--- src/rtl/store_narrow_unit.sv ---
// Store narrowing unit: turns byte/halfword/word stores into word-only memory
// accesses, using read-modify-write for sub-word sizes.
module store_narrow_unit (
  input  logic        clk_i,
  input  logic        rst_i,
  input  logic        req_valid_i,
  output logic        req_ready_o,
  input  logic [1:0]  req_size_i,
  input  logic [31:0] req_addr_i,
  input  logic [31:0] req_data_i,
  output logic        mem_re_o,
  output logic        mem_we_o,
  output logic [31:0] mem_addr_o,
  output logic [31:0] mem_wdata_o,
  input  logic [31:0] mem_rdata_i,
  input  logic        mem_ack_i,
  output logic        done_o,
  output logic        err_o
);

  typedef enum logic [1:0] {IDLE, RD, WR} state_t;

  state_t      state_q, state_d;
  logic [31:0] addr_q, addr_d;
  logic [31:0] wdata_q, wdata_d;
  logic [31:0] mask_q, mask_d;
  logic [31:0] lane_q, lane_d;
  logic        done_q, done_d;
  logic        err_q, err_d;
  logic        illegal;

  always_comb begin
    case (req_size_i)
      2'b00:   illegal = 1'b0;
      2'b01:   illegal = req_addr_i[0];
      2'b10:   illegal = (req_addr_i[1:0] != 2'b00);
      default: illegal = 1'b1;
    endcase
  end

  // Sub-word stores keep a lane mask and replicated source data so the RD
  // ack only has to blend the returned word.
  always_comb begin
    state_d = state_q;
    addr_d  = addr_q;
    wdata_d = wdata_q;
    mask_d  = mask_q;
    lane_d  = lane_q;
    done_d  = 1'b0;
    err_d   = 1'b0;
    case (state_q)
      IDLE: begin
        if (req_valid_i) begin
          if (illegal) begin
            err_d = 1'b1;
          end else begin
            addr_d = {req_addr_i[31:2], 2'b00};
            case (req_size_i)
              2'b10: begin
                wdata_d = req_data_i;
                state_d = WR;
              end
              2'b01: begin
                mask_d  = req_addr_i[1] ? 32'hFFFF_0000 : 32'h0000_FFFF;
                lane_d  = {2{req_data_i[15:0]}};
                state_d = RD;
              end
              default: begin
                mask_d  = 32'h0000_00FF << {req_addr_i[1:0], 3'b000};
                lane_d  = {4{req_data_i[7:0]}};
                state_d = RD;
              end
            endcase
          end
        end
      end
      RD: begin
        if (mem_ack_i) begin
          wdata_d = (mem_rdata_i & ~mask_q) | (lane_q & mask_q);
          state_d = WR;
        end
      end
      WR: begin
        if (mem_ack_i) begin
          done_d  = 1'b1;
          state_d = IDLE;
        end
      end
      default: state_d = IDLE;
    endcase
  end

  always_ff @(posedge clk_i or negedge rst_i) begin
    if (!rst_i) begin
      state_q <= IDLE;
      addr_q  <= 32'h0;
      wdata_q <= 32'h0;
      mask_q  <= 32'h0;
      lane_q  <= 32'h0;
      done_q  <= 1'b0;
      err_q   <= 1'b0;
    end else begin
      state_q <= state_d;
      addr_q  <= addr_d;
      wdata_q <= wdata_d;
      mask_q  <= mask_d;
      lane_q  <= lane_d;
      done_q  <= done_d;
      err_q   <= err_d;
    end
  end

  assign req_ready_o = (state_q == IDLE);
  assign mem_re_o    = (state_q == RD);
  assign mem_we_o    = (state_q == WR);
  assign mem_addr_o  = addr_q;
  assign mem_wdata_o = wdata_q;
  assign done_o      = done_q;
  assign err_o       = err_q;

endmodule

--- config.mk ---
export PLATFORM = sky130hd
export DESIGN_NAME = store_narrow_unit
export DESIGN_NICKNAME = d
export VERILOG_FILES = /design/src/rtl/store_narrow_unit.sv
export SDC_FILE = /design/constraint.sdc
export NUM_CORES = 1
export LEC_CHECK = 0
export BUFFER_PORTS_ARGS = -buffer_cell sky130_fd_sc_hd__buf_2
export CORE_ASPECT_RATIO = 1.25
export CORE_MARGIN = 4
export CORE_UTILIZATION = 31
export CTS_CLUSTER_DIAMETER = 120
export DETAILED_ROUTE_END_ITERATION = 6
export HOLD_SLACK_MARGIN = 0.02
export PLACE_DENSITY = 0.63
export SYNTH_ARGS = -nofsm -noshare
export SYNTH_HDL_FRONTEND = slang
export SYNTH_SLANG_ARGS = --single-unit
--- constraint.sdc ---
create_clock -name clk_i -period 3.84 [get_ports clk_i]
set_clock_uncertainty 0.2 [all_clocks]
set_input_delay 0.384 -clock clk_i [delete_from_list [all_inputs] [get_ports clk_i]]
set_output_delay 0.384 -clock clk_i [all_outputs]
set_load 0.02 [all_outputs]
==> results of run 1 <==
-- synth_stat cells, types with 3 or more instances --
cell type,count
nor2b_1,4
nand2_1,5
a21oi_1,9
a31oi_1,8
buf_4,5
buf_12,3
dfrtp_1,86
mux2_1,11
mux2_4,30
clkbuf_1,6
mux2_2,93
buf_2,4
buf_1,3
mux2i_1,8
-- metal layers --
layer	up-vias	part of all wire [%]
met1	1445	39
met5	-	0
met4	0	1.5
met2	106	51
met3	9	8.1
li1	1385	-
-- final timing paths --
path	from	end	slack, ns	cells past startpoint
worst max register to register	state_q[0]$_DFFE_PN0P_	mem_wdata_o[31]$_DFFE_PN0P_	1.46	3
worst min register to register	mem_addr_o[10]$_DFFE_PN0P_	mem_addr_o[10]$_DFFE_PN0P_	0.30	1
min in group asynchronous	rst_i	mem_wdata_o[27]$_DFFE_PN0P_	0.08	1
worst max-delay path	state_q[0]$_DFFE_PN0P_	mem_re_o	1.31	3
max in group asynchronous	rst_i	mem_wdata_o[23]$_DFFE_PN0P_	2.65	1
worst min-delay path	req_addr_i[6]	mem_addr_o[6]$_DFFE_PN0P_	0.07	2
-- final cells by class --
class / count / area, µm² / share of cell area, %
tap: 171 / 214.0 / 3.872
clock buffer: 12 / 236.5 / 4.280
multi-input combinational: 188 / 2029 / 36.73
timing repair buffer: 170 / 858.3 / 15.53
sequential: 86 / 2152 / 38.95
clock inverter: 2 / 35.03 / 0.6341
-- state kept, by name, indices dropped and copies added (netlist names) --
name / flops
done_o: 1
err_o: 1
lane_q: 16
mask_q: 4
mem_addr_o: 30
mem_wdata_o: 32
state_q: 2
-- worst max-delay path, stage by stage (launching register included) --
cell	delay, ns
dfrtp_1	0.47
nor2b_4	0.51
buf_4	0.38
buf_2	0.23
-- cells by family (layout without fill, tap and decap cells) --
group                  Yosys count  in the layout
AO/OA/AOI/OAI                   25             25
other                            1              2
buffers and inverters           22            184
XOR/XNOR                         1              1
flip-flops                      86             86
AND/OR/NAND/NOR                 18             18
multiplexers                   142            142
-- through the flow --
stage	setup slack [ns]	power (mW)	cell area, µm²
2_1_floorplan	2.026	2.976	4317
6_report	1.308	4.415	5525
3_3_place_gp	1.484	3.571	5254
5_1_grt	1.204	4.679	5525
4_1_cts	1.273	4.490	5525
3_5_place_dp	1.435	3.624	5254
-- cell usage in the layout, fill, tap and decap left out --
| cell type | netlist | layout |
|---|---|---|
| buf_2 | 4 | 167 |
| mux2_2 | 93 | 93 |
| dfrtp_1 | 86 | 86 |
| mux2_4 | 30 | 30 |
| mux2_1 | 11 | 11 |
| a21oi_1 | 9 | 9 |
| clkbuf_16 | 0 | 9 |
| mux2i_1 | 8 | 8 |
| a31oi_1 | 8 | 8 |
| nand2_1 | 5 | 5 |
| nor2b_1 | 4 | 3 |
| clkbuf_1 | 6 | 3 |
| buf_4 | 5 | 3 |
| nor2_1 | 2 | 2 |
| nand2b_1 | 2 | 2 |
| o2bb2ai_1 | 2 | 2 |
| conb_1 | 1 | 2 |
| nor2b_4 | 0 | 1 |
| nor3_1 | 1 | 1 |
| nor3b_2 | 1 | 1 |
| nor3b_1 | 1 | 1 |
| and2_1 | 1 | 1 |
| nor4b_4 | 0 | 1 |
| a32o_4 | 1 | 1 |
| xor2_1 | 1 | 1 |
| a32o_1 | 1 | 1 |
| o21ai_4 | 0 | 1 |
| a22o_1 | 1 | 1 |
| o211ai_1 | 1 | 1 |
| a221oi_1 | 1 | 1 |
| bufinv_16 | 0 | 1 |
| clkinv_2 | 0 | 1 |
-- power by group --
part / switching, mW / internal (mW) / leakage [nW]
combinational: 0.926 / 0.954 / 1.47
sequential: 0.345 / 1.35 / 1.03
clock: 0.339 / 0.497 / 0.132
total: 1.61 / 2.81 / 2.63
==> metrics.cfg, run 1 <==
[sta]
max_freq_mhz = 395.0
setup_viol = 0
slew_headroom_pct = 24.58
slew_violations = 0
period_minus_slack_ns = 2.532
rsz0062_at_grt = no
tns_ns = 0
tightest_slew_ns = 1.131
hold_viol = 0
holdWs_ns = 0.07320
fin_crit_sh_pct = 65.94

[placed_design]
hpwl_um = 8432
place_congestion = 0.7525
portBuffers = 168
numPlacedInstances = 615

[finish]
fin_util_pct = 41.03
diodes = 0
layout.cells.non_filler = 629
area_growth_pct = 28.11
nets = 557
nFillCells = 1288
drive_gt1_share_pct = 67.47

[clock_tree]
clock_latency_ns = 0.33
postCtsSetupBuffers = 0
htreeDepth = 3
cts_root_buf = clkbuf_16
cts_resized = 0
cts.sink_count = 86
numCtsBuffers = 9
clock_path_buffers = 2
postCtsHoldBufs = 0
cts_tree = built
cts.clk_slew.worst_paths_ns = 0.06

[synthesis]
synth_top_family_by_area = multiplexers
synth_area_leader_cell = dfrtp_1
synth-simple-area-share_pct = 2.553
synthFlopType = dfrtp_1
yosysTopAreaCellShare_pct = 49.90
syn_inst = 295
synth-compound-area-share_pct = 4.032
synth-xor-area-share_pct = 0.2031
synth-async-reset-ratio_pct = 100.0
yosysWarningCount = 0
synth_fa_ha_area_share_pct = 0
netlist_area_mm2 = 0.004313
ys_seq_elements = 86
syn_area_per_cell_um2 = 14.62
synth_edf_count = 0
synth.area.top_cells = dfrtp_1, mux2_2, mux2_4
seq_area_frac_synth_pct = 49.90
synthDistinctLibCells = 31
muxShareOfSynthArea_pct = 39.45

[routing]
drt-initial-drc-count = 95
routed_wirelength_um = 11350
drc = 0
route.vias.total = 2945
first_pass_iters = 5
vias_per_cell = 4.682
wl_per_cell_um = 18.04
ant_nets = 0

[power_and_ir_drop]
p_leak_nw = 2.627
power_density_mw_per_mm2 = 799.0
peakVddDrop_v = 0.0002841

[global_route]
grtUsageMet1_pct = 16.50
first_global_vias = 3357
grt_max_degree = 87
antenna_found_initial = 0
gr-total-overflow = 0
grt_pass1_wl_um = 17750
gr-usage-met3_pct = 4.820
gr-max-usage-layer = met2
use_met2_pct = 25.16
track_usage_pct = 14.44

[status]
status = complete, no violations

[floorplan]
pin_count = 171
start_util_pct = 32.03
core_mm2 = 0.01347
rows = 47
die_w_um = 113.5
die_y_um = 139.9
die_area_mm2 = 0.01588

[hold_path]
hold_class = primary input to flop

[run]
cap_violations = 0

[worst_setup_path]
crit_fanout = 20
setup.worst_path.end_class = output port
path_class = flop to output port
start_kind = flop
arrival_ns = 1.95
required_ns = 3.26

Power figures use the tool's default switching activity.
==> run 2, diff against run 1 <==
PLACE_DENSITY = 0.65   (was 0.63)
clock period = 2.2 ns   (was 3.84 ns; I/O delays follow)
==> run 2 against run 1 <==
  * Sequential cell count stayed put
  * Sequential share of layout area shrank 3.7 points
  * First-iteration DRC count rose by 63%
  * Global-route usage rose by 1.2 points
  * Largest power group unchanged
  * Critical endpoint is now mem_wdata_o[20]$_DFFE_PN0P_
  * Clock power is 88% higher
  * Via count is 8.7% higher
==> metrics.cfg, run 2 (synthesis results as in run 1) <==
[clock_tree]
clock_latency_ns = 0.34  ; about the same
clock_path_buffers = 2  ; unchanged
htreeDepth = 3  ; unchanged
cts_resized = 0  ; unchanged
cts.sink_count = 86  ; unchanged
numCtsBuffers = 9  ; unchanged
postCtsSetupBuffers = 0  ; unchanged
cts_root_buf = clkbuf_16
cts.clk_slew.worst_paths_ns = 0.06  ; about the same
postCtsHoldBufs = 45  ; +45
cts_tree = built

[worst_setup_path]
crit_slowest_cell = dfrtp_1
start_kind = flop
required_ns = 2.22  ; -1.04 ns
crit_fanout = 18  ; -10%
setup.worst_path.end_class = flop
slowest_delay_ns = 0.49  ; -0.02 ns
path_class = flop to flop
arrival_ns = 2.06  ; +0.11 ns
path_cells = nor3b_2 -> a32o_4 -> buf_12 -> mux2_4

[sta]
max_freq_mhz = 491.5
slew_violations = 0  ; unchanged
tightest_slew_ns = 0.9759  ; -0.1554 ns
rsz0062_at_grt = no
hold_viol = 0  ; unchanged
setup_viol = 0  ; unchanged
holdWs_ns = 0.03613  ; -0.03707 ns
period_minus_slack_ns = 2.034
fin_crit_sh_pct = 92.47
tns_ns = 0  ; unchanged
slew_headroom_pct = 34.69  ; +10 points

[global_route]
gr-usage-met3_pct = 4.429  ; -0.39 points
track_usage_pct = 15.63  ; +1.2 points
gr-max-usage-layer = met2
grt_pass1_wl_um = 19350  ; +9.0%
grt_max_degree = 51  ; -41%
antenna_found_initial = 0  ; unchanged
first_global_vias = 3570  ; +6.3%
gr-total-overflow = 0  ; unchanged
use_met2_pct = 26.56  ; +1.4 points
grtUsageMet1_pct = 18.35  ; +1.8 points

[floorplan]
core_mm2 = 0.01347  ; unchanged
die_y_um = 139.9  ; unchanged
die_w_um = 113.5  ; unchanged
rows = 47  ; unchanged
start_util_pct = 32.03  ; unchanged
die_area_mm2 = 0.01588  ; unchanged
pin_count = 171  ; unchanged

[finish]
largest_reg_flops = 32  ; unchanged
drive_gt1_share_pct = 62.55  ; -4.9 points
nets = 607  ; +9.0%
final_common_cell = buf_2
area_growth_pct = 41.46
fin_area_mm2 = 0.006101  ; +10%
diodes = 0  ; unchanged
nFillCells = 1240  ; -3.7%
layout_common_cells = buf_2, mux2_2, dfrtp_1, dlygate4sd3_1, mux2_4

[power_and_ir_drop]
power_density_mw_per_mm2 = 1307  ; +64%
peakVddDrop_v = 0.0005463  ; +92%
p_leak_nw = 2.873  ; +9.4%

[routing]
ant_nets = 0  ; unchanged
drc = 0  ; unchanged
drt-initial-drc-count = 155  ; +63%
first_pass_iters = 4  ; -1
routed_wirelength_um = 12040  ; +6.1%
route.vias.total = 3202  ; +8.7%
wl_per_cell_um = 17.68  ; -2.0%
vias_per_cell = 4.702  ; +0.42%

[status]
status = complete, no violations

[placed_design]
portBuffers = 168  ; unchanged
place_congestion = 0.8116  ; +7.9%
place_area_mm2 = 0.005341  ; +1.7%
hpwl_um = 8874  ; +5.2%

[hold_path]
hold_class = primary input to flop

[run]
cap_violations = 0  ; unchanged

==> run 2: report_power, final <==
part	switching, mW	internal, mW	total (mW)
clock	0.631	0.942	1.57
sequential	0.612	2.36	2.98
combinational	1.66	1.76	3.42
total	2.90	5.07	7.97
==> run 2: critical path: cells and delay by family, from the launching register on <==
| family | cells | cell delay, ns |
|---|---|---|
| DFF | 1 | 0.49 |
| and+or+nand+nor | 1 | 0.39 |
| AOI/OAI and AO/OA | 1 | 0.32 |
| muxes | 1 | 0.32 |
| buffers and inverters | 1 | 0.20 |
==> run 2: metrics by stage <==
| stage | utilization, % | setup slack [ns] | total power, mW | std cells |
|---|---|---|---|---|
| 5_1_grt | 45.30 | 0.09095 | 8.474 | 681 |
| 6_report | 45.30 | 0.1656 | 7.973 | 681 |
| 3_5_place_dp | 39.66 | 0.1225 | 6.380 | 620 |
| 2_1_floorplan | - | 0.3860 | 5.194 | 296 |
| 4_1_cts | 45.30 | 0.1565 | 8.093 | 681 |
| 3_3_place_gp | 39.66 | 0.2030 | 6.280 | 620 |
==> run 2: worst paths after layout <==
path | startpoint | to | slack [ns] | depth (start not counted)
max | state_q[1]$_DFFE_PN0P_ | mem_wdata_o[20]$_DFFE_PN0P_ | 0.17 | 4
min | req_data_i[11] | lane_q[27]$_DFFE_PN0P_ | 0.04 | 3
max reg2reg | state_q[1]$_DFFE_PN0P_ | mem_wdata_o[20]$_DFFE_PN0P_ | 0.17 | 4
min reg2reg | mem_addr_o[6]$_DFFE_PN0P_ | mem_addr_o[6]$_DFFE_PN0P_ | 0.29 | 1
max in group asynchronous | rst_i | lane_q[19]$_DFFE_PN0P_ | 0.96 | 3
min in group asynchronous | rst_i | mem_wdata_o[11]$_DFFE_PN0P_ | 0.20 | 2
==> run 2: layer usage <==
layer  wire, µm  part of all wire (%)
met4        292                   2.4
met5          0                     0
met1       4741                    39
met2       6047                    50
met3        958                   8.0
==> run 2: final cells by class <==
class                           count  area, µm²  share of cell area, %
Timing Repair Buffer              220       1396                  22.89
Tap cell                          171      214.0                  3.507
Sequential cell                    86       2152                  35.27
Multi-Input combinational cell    188       2029                  33.27
Clock inverter                      5      56.30                 0.9229
Clock buffer                       11      252.7                  4.143
